`config.mk`:
```
export PLATFORM = sky130hd
export DESIGN_NAME = bp_fe_tournament_bht
export DESIGN_NICKNAME = d
export VERILOG_FILES = /design/src/rtl/bp_fe_pkg.sv /design/src/rtl/bp_fe_sat_ctr2.sv /design/src/rtl/bp_fe_tournament_bht.sv
export SDC_FILE = /design/constraint.sdc
export NUM_CORES = 2
export LEC_CHECK = 0
export BUFFER_PORTS_ARGS = -buffer_cell sky130_fd_sc_hd__buf_4
export CORE_UTILIZATION = 57
export DETAILED_ROUTE_END_ITERATION = 10
export PLACE_DENSITY = 0.76
export SLEW_MARGIN = 20
export SYNTH_ARGS = -nofsm -noshare
export SYNTH_HDL_FRONTEND = slang
export SYNTH_HIERARCHICAL = 1
export SYNTH_SLANG_ARGS = --single-unit
```
`constraint.sdc`:
```
create_clock -name clk_i -period 9 [get_ports clk_i]
set_input_delay 0.45 -clock clk_i [delete_from_list [all_inputs] [get_ports clk_i]]
set_output_delay 0.45 -clock clk_i [all_outputs]
set_load 0.02 [all_outputs]
```
`src/rtl/bp_fe_pkg.sv`:
```
// rtl/bp_fe_pkg.sv - shared types and constants for the tournament direction predictor
package bp_fe_pkg;

  localparam int lhist_width_gp = 8;

  localparam logic [1:0] ctr_init_gp     = 2'b01;
  localparam logic [1:0] chooser_init_gp = 2'b10;

  typedef enum logic {e_clear, e_run} e_tourn_state;

  // Snapshot handed out with each prediction and returned untouched at training time.
  typedef struct packed {
    logic [lhist_width_gp-1:0] lhist;
    logic [1:0]                lctr;
    logic [1:0]                gctr;
    logic [1:0]                cctr;
  } bp_fe_tourn_meta_s;

endpackage

```
`src/rtl/bp_fe_sat_ctr2.sv`:
```
// rtl/bp_fe_sat_ctr2.sv - 2-bit saturating counter next-value logic
module bp_fe_sat_ctr2 (
  input  logic [1:0] ctr_i,
  input  logic       up_i,
  output logic [1:0] ctr_o
);

  always_comb begin
    ctr_o = ctr_i;
    if (up_i && (ctr_i != 2'b11))
      ctr_o = ctr_i + 2'd1;
    else if (!up_i && (ctr_i != 2'b00))
      ctr_o = ctr_i - 2'd1;
  end

endmodule

```
`src/rtl/bp_fe_tournament_bht.sv`:
```
// rtl/bp_fe_tournament_bht.sv - tournament (local + gshare + chooser) direction predictor
// Optional miss counters enabled by defining BP_FE_TOURN_STATS_EN.
module bp_fe_tournament_bht
  import bp_fe_pkg::*;
#(
  parameter int vaddr_width_p = 39,
  parameter int ghist_width_p = 8,
  parameter int lidx_width_p  = 6,
  parameter int lhist_width_p = lhist_width_gp,
  parameter int gidx_width_p  = 9,
  parameter int cidx_width_p  = 9,
  localparam int meta_width_lp = $bits(bp_fe_tourn_meta_s)
) (
  input  logic                     clk_i,
  input  logic                     reset_n_i,
  output logic                     init_done_o,
  input  logic                     r_v_i,
  input  logic [vaddr_width_p-1:0] r_addr_i,
  input  logic [ghist_width_p-1:0] r_ghist_i,
  output logic                     pred_v_o,
  output logic                     pred_o,
  output logic [meta_width_lp-1:0] r_meta_o,
  input  logic                     w_v_i,
  input  logic [vaddr_width_p-1:0] w_addr_i,
  input  logic [ghist_width_p-1:0] w_ghist_i,
  input  logic [meta_width_lp-1:0] w_meta_i,
  input  logic                     w_taken_i,
  output logic                     w_yumi_o,
  output logic [31:0]              stat_lmiss_o,
  output logic [31:0]              stat_gmiss_o,
  output logic [31:0]              stat_tmiss_o
);

  // The clear sweep must cover the deepest table; shallower tables simply wrap.
  localparam int lw_lp = (lidx_width_p > lhist_width_p) ? lidx_width_p : lhist_width_p;
  localparam int gw_lp = (gidx_width_p > cidx_width_p) ? gidx_width_p : cidx_width_p;
  localparam int sweep_width_lp = (lw_lp > gw_lp) ? lw_lp : gw_lp;

  e_tourn_state              state_r;
  logic [sweep_width_lp-1:0] idx_r;
  logic                      init_done_r;
  logic                      clearing, wr_en;

  logic [lhist_width_p-1:0] lht [2**lidx_width_p];
  logic [1:0]               lpt [2**lhist_width_p];
  logic [1:0]               gpt [2**gidx_width_p];
  logic [1:0]               cht [2**cidx_width_p];

  always_ff @(posedge clk_i or negedge reset_n_i) begin
    if (!reset_n_i) begin
      state_r     <= e_clear;
      idx_r       <= '0;
      init_done_r <= 1'b0;
    end else if (state_r == e_clear) begin
      idx_r <= idx_r + 1'b1;
      if (idx_r == '1) begin
        state_r     <= e_run;
        init_done_r <= 1'b1;
      end
    end
  end

  assign clearing    = (state_r == e_clear);
  assign wr_en       = w_v_i & (state_r == e_run);
  assign w_yumi_o    = wr_en;
  assign init_done_o = init_done_r;

  logic [lidx_width_p-1:0]  lidx_r, lidx_w;
  logic [gidx_width_p-1:0]  gidx_r, gidx_w;
  logic [cidx_width_p-1:0]  cidx_r, cidx_w;
  logic [lhist_width_p-1:0] lhist_rd;

  assign lidx_r   = r_addr_i[2+:lidx_width_p];
  assign gidx_r   = r_addr_i[2+:gidx_width_p] ^ gidx_width_p'(r_ghist_i);
  assign cidx_r   = r_addr_i[2+:cidx_width_p];
  assign lidx_w   = w_addr_i[2+:lidx_width_p];
  assign gidx_w   = w_addr_i[2+:gidx_width_p] ^ gidx_width_p'(w_ghist_i);
  assign cidx_w   = w_addr_i[2+:cidx_width_p];
  assign lhist_rd = lht[lidx_r];

  logic unused_addr_bits;
  assign unused_addr_bits = ^{r_addr_i, w_addr_i};

  bp_fe_tourn_meta_s r_meta_r;
  logic              pred_v_r;

  always_ff @(posedge clk_i or negedge reset_n_i) begin
    if (!reset_n_i) begin
      pred_v_r <= 1'b0;
      r_meta_r <= '0;
    end else begin
      pred_v_r <= r_v_i & (state_r == e_run);
      if (r_v_i && (state_r == e_run)) begin
        r_meta_r.lhist <= lhist_rd;
        r_meta_r.lctr  <= lpt[lhist_rd];
        r_meta_r.gctr  <= gpt[gidx_r];
        r_meta_r.cctr  <= cht[cidx_r];
      end
    end
  end

  assign pred_v_o = pred_v_r;
  assign r_meta_o = r_meta_r;
  assign pred_o   = r_meta_r.cctr[1] ? r_meta_r.gctr[1] : r_meta_r.lctr[1];

  bp_fe_tourn_meta_s w_meta;
  logic              w_lp, w_gp, w_chosen;
  logic [1:0]        lctr_next, gctr_next, cctr_next;

  assign w_meta   = w_meta_i;
  assign w_lp     = w_meta.lctr[1];
  assign w_gp     = w_meta.gctr[1];
  assign w_chosen = w_meta.cctr[1] ? w_gp : w_lp;

  bp_fe_sat_ctr2 lpt_sat (.ctr_i(w_meta.lctr), .up_i(w_taken_i),          .ctr_o(lctr_next));
  bp_fe_sat_ctr2 gpt_sat (.ctr_i(w_meta.gctr), .up_i(w_taken_i),          .ctr_o(gctr_next));
  bp_fe_sat_ctr2 cht_sat (.ctr_i(w_meta.cctr), .up_i(w_gp == w_taken_i), .ctr_o(cctr_next));

  // Training writes straight from returned metadata; reads in the same cycle see pre-write data.
  always_ff @(posedge clk_i) begin
    if (clearing) begin
      lht[idx_r[lidx_width_p-1:0]]  <= '0;
      lpt[idx_r[lhist_width_p-1:0]] <= ctr_init_gp;
      gpt[idx_r[gidx_width_p-1:0]]  <= ctr_init_gp;
      cht[idx_r[cidx_width_p-1:0]]  <= chooser_init_gp;
    end else if (wr_en) begin
      lht[lidx_w]       <= {w_meta.lhist[lhist_width_p-2:0], w_taken_i};
      lpt[w_meta.lhist] <= lctr_next;
      gpt[gidx_w]       <= gctr_next;
      if (w_lp != w_gp)
        cht[cidx_w] <= cctr_next;
    end
  end

`ifdef BP_FE_TOURN_STATS_EN
  logic [31:0] lmiss_r, gmiss_r, tmiss_r;

  always_ff @(posedge clk_i or negedge reset_n_i) begin
    if (!reset_n_i) begin
      lmiss_r <= '0;
      gmiss_r <= '0;
      tmiss_r <= '0;
    end else if (wr_en) begin
      if (w_lp != w_taken_i)     lmiss_r <= lmiss_r + 32'd1;
      if (w_gp != w_taken_i)     gmiss_r <= gmiss_r + 32'd1;
      if (w_chosen != w_taken_i) tmiss_r <= tmiss_r + 32'd1;
    end
  end

  assign stat_lmiss_o = lmiss_r;
  assign stat_gmiss_o = gmiss_r;
  assign stat_tmiss_o = tmiss_r;
`else
  logic unused_chosen;
  assign unused_chosen = w_chosen;
  assign stat_lmiss_o  = '0;
  assign stat_gmiss_o  = '0;
  assign stat_tmiss_o  = '0;
`endif

endmodule

```
# Yosys cells after proc, flatten, opt, wreduce, memory -nomap -nowiden

Memory sizes are Yosys's and may differ from the RTL's. A register that Yosys moved wholly into a read port is not among the register bits.
Index checks and enable logic that the tools add are counted.

Muxes and demuxes: 29
Bitwise gates (word level): 5
Reductions and logical operators: 20
Equal/unequal tests: 6
Add/subtract/negate cells: 7

Operators by type and width:

| cell                  | count |
|---|---|
| $mux W2               | 9 |
| $mux W9               | 2 |
| $xor A9 B8 Y9         | 2 |
| $mux W8               | 2 |
| $mux W1               | 15 |
| $add A9 B1 Y9 const B | 1 |
| $eq A9 B9 Y1 const B  | 1 |
| $reduce_or A8 Y1      | 1 |
| $logic_and A1 B1 Y1   | 7 |
| $add A2 B1 Y2 const B | 3 |
| $mux W6               | 1 |
| $ne A2 B2 Y1 const B  | 3 |
| $reduce_bool A2 Y1    | 3 |
| $reduce_or A2 Y1      | 3 |
| $sub A2 B1 Y2 const B | 3 |
| $logic_not A1 Y1      | 5 |
| $and A1 B1 Y1         | 2 |
| $reduce_and A2 Y1     | 1 |
| $eq A1 B1 Y1          | 1 |
| $ne A1 B1 Y1          | 1 |
| $not A1 Y1            | 1 |

Input port bits: 113
Memory bits (writable): 3,072
Memories kept: 4
Logic and storage cells: 76
Register bits: 20
Output and inout port bits: 114

Memories:

| name | depth | bits a word | rd ports | clocked after memory_dff | write ports | RTL line                   | text |
|---|---|---|---|---|---|---|---|
| cht  | 512   | 2           | 1        | 1                        | 1           | bp_fe_tournament_bht.sv:47 | `logic [1:0] cht [2**cidx_width_p];` |
| gpt  | 512   | 2           | 1        | 1                        | 1           | bp_fe_tournament_bht.sv:46 | `logic [1:0] gpt [2**gidx_width_p];` |
| lht  | 64    | 8           | 1        | 0                        | 1           | bp_fe_tournament_bht.sv:44 | `logic [lhist_width_p-1:0] lht [2**lidx_width_p];` |
| lpt  | 256   | 2           | 1        | 1                        | 1           | bp_fe_tournament_bht.sv:45 | `logic [1:0] lpt [2**lhist_width_p];` |

# Logic depth before layout (Yosys ltp)

Depth in word-level cells: 7
Depth in mapped cells: 18
Depth with buffers taken out: 11

# Hierarchy

Netlist, hierarchy kept.

By module, submodules not included:

| module               | area each (um^2) | sequential area each (um^2) | times used | cells an instance |
|---|---|---|---|---|
| bp_fe_tournament_bht | 126,924.2        | 92,899.1                    | 1          | 7,178 |
| bp_fe_sat_ctr2       | 60.1             | 0.0                         | 3          | 7 |

# Worst setup path before layout

No wires, ideal clock.

Kind: input port to flip-flop
Start point: input w_v_i
End point: memory cht[0][0] (data pin)
Path buffers: 3
Stages: 6
Arrival time: 8,262 ps
Required time: 7,455 ps
Library setup time: 1,545 ps
Path slack: -807 ps
Cells stage by stage: nand2_1 inv_1 clkbuf_1 clkbuf_1 buf_1 and3_1

Cells in the longest elaborated chain, start to end: 6

RTL lines:

| element                           | RTL line                    | text |
|---|---|---|
| start: declaration                | bp_fe_tournament_bht.sv:23  | `input logic w_v_i,` |
| $and A1 B1 Y1                     | bp_fe_tournament_bht.sv:64  | `assign wr_en = w_v_i & (state_r == e_run);` |
| net w_yumi_o                      | bp_fe_tournament_bht.sv:28  | `output logic w_yumi_o,` |
| $mux W1                           | bp_fe_tournament_bht.sv:126 | `end else if (wr_en) begin` |
| $mux W1                           | bp_fe_tournament_bht.sv:121 | `if (clearing) begin` |
| $mux W1 (implied by the code)     | bp_fe_tournament_bht.sv:131 | `cht[cidx_w] <= cctr_next;` |
| $reduce_or A2 Y1 (no source line) | -                           |  |
| $mux W2 (no source line)          | -                           |  |
| end: declaration                  | bp_fe_tournament_bht.sv:47  |  |

The timed path passes the listed nets, and every way through them passes these cells.

# Worst setup path in the final report

Start point: input r_addr_i[2]
End point: register, netlist name r_meta_o[5]

Cells in the longest elaborated chain, start to end: 1

RTL lines:

| element            | RTL line                   | text |
|---|---|---|
| start: declaration | bp_fe_tournament_bht.sv:18 | `input logic [vaddr_width_p-1:0] r_addr_i,` |
| $mem_v2 Z64 W8     | -                          |  |

No other way between the ends.
A chain may end at the register's enable or synchronous reset.

==> metrics.md <==
| Metric | Value |
|---|---|
| Post-synthesis async set-or-reset flop share | `0.8393%` |
| Longest Clk Path Bufs | `4` |
| Routability congestion estimate | `0.9012` |
| Vias in the first global route | `68980` |
| Htree depth | `5` |
| Crit path arrival time | `between 6 and 7 ns` |
| GRT busiest layer | `met2` |
| DR iter-0 viols | `around 8600` |
| Critical path's top delay family | `compound AO/OA/AOI/OAI gates` |
| Initial Util | `57.62%` |
| Main flop type after synthesis | `edfxtp_1` |
| Setup crit start | `r_addr_i[2]` |
| Worst path cell trace | `buf_8 -> buf_4 -> mux4_2 -> o22a_1 -> o21ai_0 -> or3_1 -> buf_4 -> nand2_4 -> buf_12 -> mux2i_1 -> a32oi_1 -> a211oi_1 -> o21a_1 -> a2111oi_0 -> a311o_1` |
| Class of the worst hold path | `in2reg` |
| CTS Buf Count | `around 320` |
| Crit path required time | `9.88 ns` |
| Pins Over Slew Limit | `0` |
| Final Hold Viols | `0` |
| Met2 usage | `~44%` |
| Top Ports | `~230` |
| Worst setup skew after layout | `0.03806 ns` |
| Hold path startpoint | `r_addr_i[10]` |
| Setup violations, final | `0` |
| Crit path launch type | `primary input` |
| Row count | `172` |
| FF-to-FF Start | `lht[63][0]$_DFFE_PP_` |
| Die area | `roughly 220000 um2` |
| RSZ-0062 raised after global routing | `no` |
| Syn Std Cell Area | `approximately 130000 um2` |
| Fin crit share | `between 60% and 70%` |
| EDFF count, synth | `about 3000` |
| Detailed-route wire length | `~300000 um` |
| First-pass GRT wire length | `around 450000 um` |
| Met3 GRT Util | `5.602%` |
| FMAX | `0.1757 GHz` |
| CTS root buf | `clkbuf_16` |
| Tmin final | `roughly 5.7 ns` |
| DRC Markers | `0` |
| Critical Path Max Stage Delay | `between 0.8 and 0.9 ns` |
| Layout cells sized above 1 | `between 20% and 30%` |
| CTS sink count | `about 3100` |
| Worst setup path category | `in2reg` |
| Initial antenna violation count | `10` |
| Gr usage total | `a little over a quarter` |
| Largest net degree at the start of global routing | `~260` |
| Flop2flop setup slack | `between 3 and 4 ns` |
| CP endpoint kind | `flop` |
| Setup_tns | `0 ns` |
| Reg-to-Reg End | `r_meta_o[5]$_DFFE_PN0P_` |
| Vias post-DR | `68170` |
| Post-Place Worst Slack | `2.704 ns` |
| Most common cell after layout, fill and taps aside | `edfxtp_1` |
| Layout Nets | `around 7300` |
| Seq cells post-synth | `3098` |
| CP Max Fanout | `just over 90` |
| Die Height | `474.2 um` |
| Sequential share of the synthesized area | `approximately 73%` |
| Hpwl dp | `~170000 um` |
| CORE AREA | `220600 um2` |
| Bufs and invs on worst path | `4` |
| Leading cell types in the layout, fill and taps excluded | `edfxtp_1 (3072), nor2_1 (1375), mux4_2 (802), nand2_1 (423), clkbuf_16 (325)` |
| Hold Path Sink | `r_meta_o[3]$_DFFE_PN0P_` |
| # Max-Cap Violations | `0` |
| TritonCTS clock tree | `built` |
| Slowest CP cell | `a2111oi_0` |
| Status | `complete, no violations` |
| Worst-Skew Late Latency | `around 0.95 ns` |
| DR vias/cell | `~6.5` |
| Chip width | `roughly 470 um` |
| Drt wl/cell | `between 20 and 30 um` |
| P per Cell Area | `roughly 210 nW/um2` |
| Synth-to-Final Area Change | `10.32%` |
| Number of buffers added on ports | `70` |
| DRT Pass-1 Iters | `8` |
| CTS clock-pin slew for the worst setup and hold paths | `about 0.060 ns` |
| Grt met1 use | `a little over a third` |
| Slack of the critical path | `about 3.3 ns` |
| Yosys warns | `6` |
| Synth Area per Inst | `17.66 um2` |
| Pleak | `just over 40 nW` |
| Slew of the pin with the lowest slew margin | `approximately 1.3 ns` |
| Hold depth | `3` |
| CP dominant cell by count | `buf_4` |
| Worst-case reg-to-reg path depth | `13` |
| Post-route ant nets | `0` |
| Synth cell types | `77` |
| VDD IR max | `between 0.00015 and 0.0002 V` |
| Global route total overflow | `0` |
| Synth Instances | `slightly above 7000` |
| Max transition margin | `between 10% and 20%` |
| Crit path depth | `15` |
| Post-CTS resize count | `0` |
-- cells by family (layout without fill, tap and decap cells) --
family                   count (synthesis)  in the layout  synth area share, %
multiplexers                           959            959                15.46
flip-flops                            3098           3098                73.09
adder cells (fa/ha/maj)                  8              8              0.07875
other                                    1            102             0.002950
AO/OA/AOI/OAI                          350            350                1.980
XOR/XNOR                                29             29               0.1998
buffers and inverters                  620            770                2.374
AND/OR/NAND/NOR                       2134           2134                6.817
-- worst max path at each step --
stage	end	slack [ns]
3_3_place_gp	r_meta_o[5]$_DFFE_PN0P_	2.71
3_5_place_dp	r_meta_o[5]$_DFFE_PN0P_	2.70
4_1_cts	r_meta_o[5]$_DFFE_PN0P_	3.65
6_report	r_meta_o[5]$_DFFE_PN0P_	3.31
5_1_grt	r_meta_o[4]$_DFFE_PN0P_	3.24
2_1_floorplan	cht[0][1]$_DFFE_PP_	0.28
-- timing repair --
action,CTS,global route
endpoints found under the hold margin,28,0
hold buffers,4,0
buffers inserted,0,0
-- power by group --
part | internal (mW) | total, mW | switching, mW
sequential | 15.6 | 15.6 | 0
clock | 7.38 | 12.7 | 5.33
combinational | 0.372 | 1.07 | 0.700
total | 23.4 | 29.4 | 6.03
-- cell type report --
| cell class | count | area [um2] |
|---|---|---|
| sequential | 3098 | 92900 |
| fill | 14440 | 80360 |
| multi-input combinational | 3576 | 31900 |
| clock buffer | 379 | 8335 |
| tap | 2958 | 3701 |
| timing repair buffer | 204 | 1764 |
| clock inverter | 167 | 1539 |
| inverter | 20 | 77.57 |
| antenna | 6 | 15.01 |
-- routing by layer --
| layer | wire, um | vias up |
|---|---|---|
| li1 | - | 28050 |
| met1 | 110100 | 35310 |
| met2 | 150700 | 4061 |
| met3 | 30940 | 743 |
| met4 | 12930 | 2 |
| met5 | 20 | - |
-- cells in the mapped netlist (20+ instances only) --
cell	number	share of area (%)
buf_1	73	0.22
edfxtp_1	3072	73
buf_2	119	0.47
nor3_1	20	0.079
inv_1	20	0.059
o21ai_0	44	0.17
nand4_1	25	0.12
a32oi_1	31	0.21
mux4_2	802	14
a21oi_1	46	0.18
nand3_1	109	0.43
dfrtp_1	26	0.51
clkbuf_1	275	0.81
nor2b_1	20	0.098
nand2_1	453	1.3
and3_1	40	0.20
a22oi_1	42	0.25
mux2i_1	145	1.1
buf_4	121	0.71
nor2_1	1382	4.1
-- through the flow --
step	power [mW]	hold WS [ns]	instance area [um2]	std cells	utilization, %
final	29.39	0.1261	140200	10410	63.57
after global routing	30.04	0.1085	140200	10410	63.57
after CTS	29.46	0.07633	140100	10400	63.52
after detailed placement	16.97	0.4331	130200	9850	59.02
after global placement	16.95	0.4290	130200	9850	59.02
after floorplan	16.69	0.1544	127500	7294	-
-- flip-flops by register name, indices dropped and copies added, names as in the netlist --
name,flops
state_r,1
lht,512
gpt,1024
lpt,512
cht,1024
r_meta_o,14
idx_r,9
pred_v_o,1
init_done_o,1
-- tightest hold or removal path, delay by kind of cell --
family | cells | cell delay, ns
multiplexers | 1 | 0.21
buffers and inverters | 1 | 0.19
AO/OA/AOI/OAI | 1 | 0.16
Note: power is estimated with default switching activity, not from simulation.
